## config.mk

```make
export PLATFORM = sky130hd
export DESIGN_NAME = ex_mem_stage
export DESIGN_NICKNAME = d
export VERILOG_FILES = /design/src/rtl/rv_core_pkg.sv /design/src/rtl/branch_target_unit.sv /design/src/rtl/ex_mem_stage.sv
export SDC_FILE = /design/constraint.sdc
export NUM_CORES = 1
export LEC_CHECK = 0
export CELL_PAD_IN_SITES_DETAIL_PLACEMENT = 0
export CELL_PAD_IN_SITES_GLOBAL_PLACEMENT = 1
export CORE_MARGIN = 4
export CORE_UTILIZATION = 33
export DETAILED_ROUTE_END_ITERATION = 8
export GPL_TIMING_DRIVEN = 0
export HOLD_SLACK_MARGIN = 0.08
export PLACE_DENSITY_LB_ADDON = 0.1
export SLEW_MARGIN = 10
export SYNTH_ARGS = -nofsm -noshare
export SYNTH_HDL_FRONTEND = slang
export SYNTH_SLANG_ARGS = --single-unit
```

## constraint.sdc

```tcl
create_clock -name iClk -period 3.9 [get_ports iClk]
set_clock_uncertainty 0.15 [all_clocks]
set_input_delay 0.78 -clock iClk [delete_from_list [all_inputs] [get_ports iClk]]
set_output_delay 0.78 -clock iClk [all_outputs]
set_load 0.005 [all_outputs]
```

## src/rtl/rv_core_pkg.sv

```systemverilog
// rv_core_pkg
// Shared core definitions: datapath width, PC increment, EX/MEM FSM state
// encoding and the EX/MEM pipeline-register payload layout.
package rv_core_pkg;

    localparam int XLEN = 32;
    localparam logic [XLEN-1:0] PC_INC = 32'd4;

    // EX/MEM redirect FSM. SHADOW is the cycle in which oRedirect is high;
    // whatever the execute stage presents then came from the wrong path.
    typedef enum logic {
        NORMAL = 1'b0,
        SHADOW = 1'b1
    } exmem_state_t;

    // EX/MEM stage register contents.
    typedef struct packed {
        logic            valid;
        logic [XLEN-1:0] result;
        logic [XLEN-1:0] store_data;
        logic [4:0]      rd_addr;
        logic            reg_write;
        logic            mem_read;
        logic            mem_write;
    } exmem_payload_t;

    localparam exmem_payload_t EXMEM_BUBBLE = '0;

endpackage

```

## src/rtl/branch_target_unit.sv

```systemverilog
// branch_target_unit
// Purely combinational control-flow resolution for the executing instruction.
//   pc, imm          : instruction PC and sign-extended immediate
//   alu_result       : ALU output (rs1+imm for JALR)
//   alu_zero         : branch-condition-true flag for branch instructions
//   is_branch/jal/jalr : instruction class (one-hot or none)
//   taken            : control transfer happens
//   target           : transfer target (32-bit wrap-around arithmetic)
//   misalign         : taken and target not 4-byte aligned (bit 1 set)
module branch_target_unit
    import rv_core_pkg::*;
(
    input  logic [XLEN-1:0] pc,
    input  logic [XLEN-1:0] imm,
    input  logic [XLEN-1:0] alu_result,
    input  logic            alu_zero,
    input  logic            is_branch,
    input  logic            is_jal,
    input  logic            is_jalr,
    output logic            taken,
    output logic [XLEN-1:0] target,
    output logic            misalign
);

    always_comb begin
        taken = is_jal || is_jalr || (is_branch && alu_zero);
        // JALR clears bit 0 of rs1+imm; everything else is PC-relative.
        if (is_jalr)
            target = {alu_result[XLEN-1:1], 1'b0};
        else
            target = pc + imm;
        // Bit 0 is always clear here, so only bit 1 can misalign.
        misalign = taken && target[1];
    end

endmodule

```

## src/rtl/ex_mem_stage.sv

```systemverilog
// ex_mem_stage
// EX/MEM pipeline register with control-flow redirect, misaligned-target
// exception reporting, wrong-path squash and branch performance counters.
// Ports:
//   iClk, iRst                 : clock, synchronous active-high reset
//   iValid ... iIsJalr         : execute-stage instruction and control
//   iStall                     : memory stage not ready, hold everything
//   oReady                     : !iStall
//   oValid ... oMemWrite       : registered EX/MEM payload
//   oRedirect, oRedirectPc     : one-cycle PC redirect pulse and target
//   oExcMisalign, oExcPc       : one-cycle misaligned-target exception
//   oBranchCnt, oTakenCnt      : conditional-branch / taken-branch counters
module ex_mem_stage
    import rv_core_pkg::*;
(
    input  logic            iClk,
    input  logic            iRst,
    input  logic            iValid,
    input  logic [XLEN-1:0] iPc,
    input  logic [XLEN-1:0] iImm,
    input  logic [XLEN-1:0] iAluResult,
    input  logic            iAluZero,
    input  logic [XLEN-1:0] iRs2Data,
    input  logic [4:0]      iRdAddr,
    input  logic            iRegWrite,
    input  logic            iMemRead,
    input  logic            iMemWrite,
    input  logic            iIsBranch,
    input  logic            iIsJal,
    input  logic            iIsJalr,
    input  logic            iStall,
    output logic            oReady,
    output logic            oValid,
    output logic [XLEN-1:0] oResult,
    output logic [XLEN-1:0] oStoreData,
    output logic [4:0]      oRdAddr,
    output logic            oRegWrite,
    output logic            oMemRead,
    output logic            oMemWrite,
    output logic            oRedirect,
    output logic [XLEN-1:0] oRedirectPc,
    output logic            oExcMisalign,
    output logic [XLEN-1:0] oExcPc,
    output logic [XLEN-1:0] oBranchCnt,
    output logic [XLEN-1:0] oTakenCnt
);

    exmem_state_t   state;
    exmem_payload_t payload;
    logic           redirect;
    logic [XLEN-1:0] redirect_pc;
    logic           exc_misalign;
    logic [XLEN-1:0] exc_pc;
    logic [XLEN-1:0] branch_cnt;
    logic [XLEN-1:0] taken_cnt;

    logic            taken;
    logic [XLEN-1:0] target;
    logic            misalign;
    logic            accept;
    logic            do_redirect;
    exmem_payload_t  next_payload;

    branch_target_unit u_btu (
        .pc        (iPc),
        .imm       (iImm),
        .alu_result(iAluResult),
        .alu_zero  (iAluZero),
        .is_branch (iIsBranch),
        .is_jal    (iIsJal),
        .is_jalr   (iIsJalr),
        .taken     (taken),
        .target    (target),
        .misalign  (misalign)
    );

    // Instructions arriving in SHADOW are wrong-path and never accepted.
    assign accept      = iValid && !iStall && (state == NORMAL);
    assign do_redirect = accept && taken && !misalign;

    always_comb begin
        next_payload = EXMEM_BUBBLE;
        if (accept) begin
            next_payload.valid      = 1'b1;
            next_payload.result     = (iIsJal || iIsJalr) ? (iPc + PC_INC) : iAluResult;
            next_payload.store_data = iRs2Data;
            next_payload.rd_addr    = iRdAddr;
            // A faulting jump/branch must have no architectural side effects.
            next_payload.reg_write  = iRegWrite && !misalign;
            next_payload.mem_read   = iMemRead  && !misalign;
            next_payload.mem_write  = iMemWrite && !misalign;
        end
    end

    always_ff @(posedge iClk) begin
        if (iRst) begin
            state        <= NORMAL;
            payload      <= EXMEM_BUBBLE;
            redirect     <= 1'b0;
            redirect_pc  <= '0;
            exc_misalign <= 1'b0;
            exc_pc       <= '0;
            branch_cnt   <= '0;
            taken_cnt    <= '0;
        end else begin
            // Pulses are driven only by an accept; a stall can never create
            // an accept, so they cannot be stretched or repeated.
            redirect     <= do_redirect;
            exc_misalign <= accept && misalign;
            if (do_redirect)
                redirect_pc <= target;
            if (accept && misalign)
                exc_pc <= iPc;

            case (state)
                NORMAL:  if (do_redirect) state <= SHADOW;
                SHADOW:  state <= NORMAL;
                default: state <= NORMAL;
            endcase

            if (!iStall)
                payload <= next_payload;

            if (accept && iIsBranch) begin
                branch_cnt <= branch_cnt + 1'b1;
                if (taken)
                    taken_cnt <= taken_cnt + 1'b1;
            end
        end
    end

    assign oReady       = !iStall;
    assign oValid       = payload.valid;
    assign oResult      = payload.result;
    assign oStoreData   = payload.store_data;
    assign oRdAddr      = payload.rd_addr;
    assign oRegWrite    = payload.reg_write;
    assign oMemRead     = payload.mem_read;
    assign oMemWrite    = payload.mem_write;
    assign oRedirect    = redirect;
    assign oRedirectPc  = redirect_pc;
    assign oExcMisalign = exc_misalign;
    assign oExcPc       = exc_pc;
    assign oBranchCnt   = branch_cnt;
    assign oTakenCnt    = taken_cnt;

endmodule

```

==> metrics.md <==
| Metric | Value |
|---|---|
| Nets@finish | 1796 |
| Crit path DAT | approximately 4 ns |
| Root Buffer | clkbuf_16 |
| Placed inst area | around 14000 um^2 |
| Fillcell total | 2985 |
| Worst Tran Pin Value | between 1 and 1.5 ns |
| GRT Util Overall | between 20% and 30% |
| Total number of vias | approximately 10000 |
| Leakage | 5.29 nW |
| Top cells by area, synth | dfxtp_1 41%, nand2_1 6.6%, nor2_1 6.1%, a21oi_1 5.2%, xor2_1 4.8% |
| Switching share of power | 27.0% |
| Clock Path Buffers | 3 |
| CTS tree | yes |
| Type of the worst min-delay path | flip-flop to flip-flop |
| Pin count of the biggest net entering global routing | 13 |
| Mapped Nets | around 1400 |
| WL/cell | 19.9 um |
| Multi-input logic area | 5640 um^2 |
| CTS clk-pin slew, worst paths | ~0.06 ns |
| Synth warn | 0 |
| Top-area cell type share of the netlist area | just over 40% |
| Fmax | 0.273 GHz |
| Power Internal | roughly 3.9 mW |
| First-pass GRT wire length | around 60 mm |
| Core box area | around 30000 um^2 |
| Status | finished, final reports clean |
| CP Cell Sequence | clkdlybuf4s50_1 -> ha_1 -> fa_1 -> a21oi_1 -> o21ai_0 -> a211oi_2 -> o21ai_2 -> a2111oi_2 -> nor3_1 -> xnor2_1 -> a221oi_1 |
| Most frequent cells in the layout | 344 x clkdlybuf4s50_1, 204 x dfxtp_1, 176 x nand2_1, 163 x nor2_1, 105 x a21oi_1 |
| Commonest non-fill, non-tap cell in the layout | clkdlybuf4s50_1 |
| # IOs | about 350 |
| Area grow syn2layout | 47.1% |
| Synth unique cells | slightly below 70 |
| Die Y | around 180 um |
| Post-synth design cell area | roughly 10000 um^2 |
| Final Max Tran Viols | 0 |
| Ys flop type | dfxtp_1 |
| Tmin final | roughly 3.7 ns |
| # H-tree levels | 1 |
| CP Data Required Time | ~4.2 ns |
| Die ar. | between 30000 and 40000 um^2 |
| Cell count after synthesis | between 1000 and 1500 |
| Vias in the first global route | approximately 10000 |
| Total power | roughly 5.4 mW |
| End of the worst register-to-register path | oExcPc[28] |
| Crit path max fanout | 4 |
| CTS Buf Count | 25 |
| Fin. Hold Viols | 0 |
| Seq cells post-synth | a little over 200 |
| Hold buffer count at CTS | 0 |
| Number of remaining DRC errors | 0 |
| Hold path endpoint | oExcPc[19] |
| Worst setup SP type | input port |
| Std-Cell Rows | between 60 and 70 |
| Crit Path Class | input port to flip-flop |
| Die Span X | between 150 and 200 um |
| Clock power share | a little over two fifths |
| Register share of total power | between 40% and 50% |
| Cell count of the worst reg-to-reg path | 7 |
| Slew Limit Headroom | between 10% and 20% |
| Part of the cycle the worst path needs | 94.1% |
| Hold_sp | oExcPc[19] |
| FFs w/ async S/R, synth | 0% |
| Hold Crit Depth | 2 |
| Grt total ovfl | 0 |
| DP HPWL | roughly 32 mm |
| RSZ-0062 raised after global routing | false |
| RD Place Congestion | between 0.8 and 0.9 |
| Vias per inst | 5.13 |
| Max Cap Viol | 0 |
| Avg Cell Area, Syn | about 8.1 um^2 |
| Initial core utilization | around a third |
| IO Port Bufs | 344 |
| Final Cell Area | between 10000 and 15000 um^2 |
| Gate power share | 17.3% |
| Number of detailed-route iterations in the first pass | 5 |
| CP bufs+invs | 1 |
| Reg2reg setup slack | 1.27 ns |
| WL final | 40.3 mm |
| WHS | just over 0.3 ns |
| Net Switching | roughly 1.4 mW |
| Final setup vio count | 0 |
| Clock latency on the worst-skew pair | about 0.53 ns |
| Register area share after synthesis | a little over 40% |
| EDFF count, synth | 0 |
| Final ANT Viol Nets | 0 |
| Initial antenna violation count | 7 |
| RR Startpoint | state |
| Top cell type by total area after synthesis | dfxtp_1 |
| Share of layout cells above drive strength 1 | about 4.3% |
| CP max stage delay | 0.46 ns |
| Register area | approximately 4100 um^2 |
| CP top delay family | compound AO/OA/AOI/OAI gates |
| Critical Path End Type | flip-flop |
| Clock sinks | slightly above 200 |
| DRT iter0 DRCs | ~600 |
| Total power density per cell area | 363 nW/um^2 |
| Peak VDD IR | 253 uV |
| Slowest CP cell | a2111oi_2 |
## sequential cells by signal, summed over array words and instances (netlist names)
signal        cells
oRegWrite         1
oStoreData       32
oValid            1
oRdAddr           5
oBranchCnt       32
oRedirectPc      32
oTakenCnt        32
oResult          32
oMemWrite         1
oMemRead          1
oRedirect         1
oExcMisalign      1
state             1
oExcPc           32
## worst register-to-register path: cells and delay by family, from the launching register on
family          cells  cell delay [ns]
flops               1             0.31
buf+inv             3             0.98
simple gates        3             0.97
compound gates      1             0.08
## power by group through the flow
stage / Sequential [mW] / Combinational, mW / Clock [mW]
final: 2.19 / 0.928 / 2.26
after floorplan: 2.23 / 0.442 / 0
after global routing: 2.19 / 1.01 / 2.41
after detailed placement: 2.23 / 0.928 / 0
after CTS: 2.19 / 0.933 / 2.33
after global placement: 2.23 / 0.927 / 0
## cell families (layout without fill, tap and decap cells)
| logic type | Yosys count | count (layout) | synth area share (%) |
|---|---|---|---|
| xor gates and xnor gates | 99 | 99 | 8.61 |
| adders and majority gates | 35 | 35 | 4.42 |
| DFF | 204 | 204 | 40.6 |
| buffers and inverters | 91 | 478 | 3.47 |
| AOI/OAI and AO/OA | 311 | 311 | 19.8 |
| other | 0 | 5 | 0 |
| muxes | 7 | 7 | 0.721 |
| and+or+nand+nor | 499 | 499 | 22.4 |
## how the worst max path moves through the flow
stage,slack [ns],endpoint,depth (start not counted),from
after floorplan,0.68,oRedirectPc[26],10,iPc[0]
after global placement,-0.36,oRedirectPc[2],9,iPc[0]
after detailed placement,-0.35,oRedirectPc[2],9,iPc[0]
after CTS,0.18,oRedirectPc[2],9,iPc[0]
after global routing,0.06,oRedirectPc[28],11,iPc[0]
final,0.23,oRedirectPc[26],11,iPc[0]
## through the flow
stage	utilization [%]	std cells	setup TNS, ns	worst slack, ns
4_1_cts	49.5	2023	0	0.184
3_3_place_gp	46.9	1980	-3.90	-0.359
3_5_place_dp	46.9	1980	-3.73	-0.353
5_1_grt	49.6	2028	0	0.0591
6_report	49.6	2028	0	0.232
2_1_floorplan	-	1246	0	0.675
## cells in the mapped netlist, types with 3 or more instances
library cell    n
and2_1          4
nor4_1          3
a21o_1         11
clkbuf_1       63
or3_1          19
nor3_1         14
o21bai_1        4
a22o_1         10
nor2b_1         3
a22oi_1        40
o211ai_1       12
nand2_1       176
ha_1           34
buf_1           4
and3_1         18
nand4_1        14
a21oi_1       105
inv_1          20
nand3b_1        4
nand3_1        52
xor2_1         55
a32oi_1         3
nor2_1        164
a31oi_1        10
mux2i_1         5
a211oi_1       20
and4_1         10
a21boi_0        6
buf_2           3
xnor2_1        44
dfxtp_1       204
o21ai_0        65
## final cells by class
| class | instances | share of cell area [%] |
|---|---|---|
| multi-input combinational | 951 | 38.1 |
| sequential | 204 | 27.6 |
| timing repair buffer | 344 | 23.3 |
| clock buffer | 33 | 4.77 |
| tap | 390 | 3.30 |
| buffer | 71 | 1.85 |
| clock inverter | 10 | 0.592 |
| inverter | 20 | 0.507 |
| antenna | 5 | 0.0845 |
## routing by layer
metal / GRT usage, % / part of all wire, % / vias up
met5: 0 / 0.055 / -
met4: 6.84 / 2.8 / 4
met3: 5.84 / 7.9 / 63
met2: 37.8 / 46 / 373
met1: 30.0 / 44 / 4835
li1: - / - / 5133
## repair_timing
action	4_1_cts	5_1_grt
buffers inserted	0	0
endpoints found under the setup margin	0	2
resized for setup	0	1
Note: power is estimated with default switching activity, not from simulation.
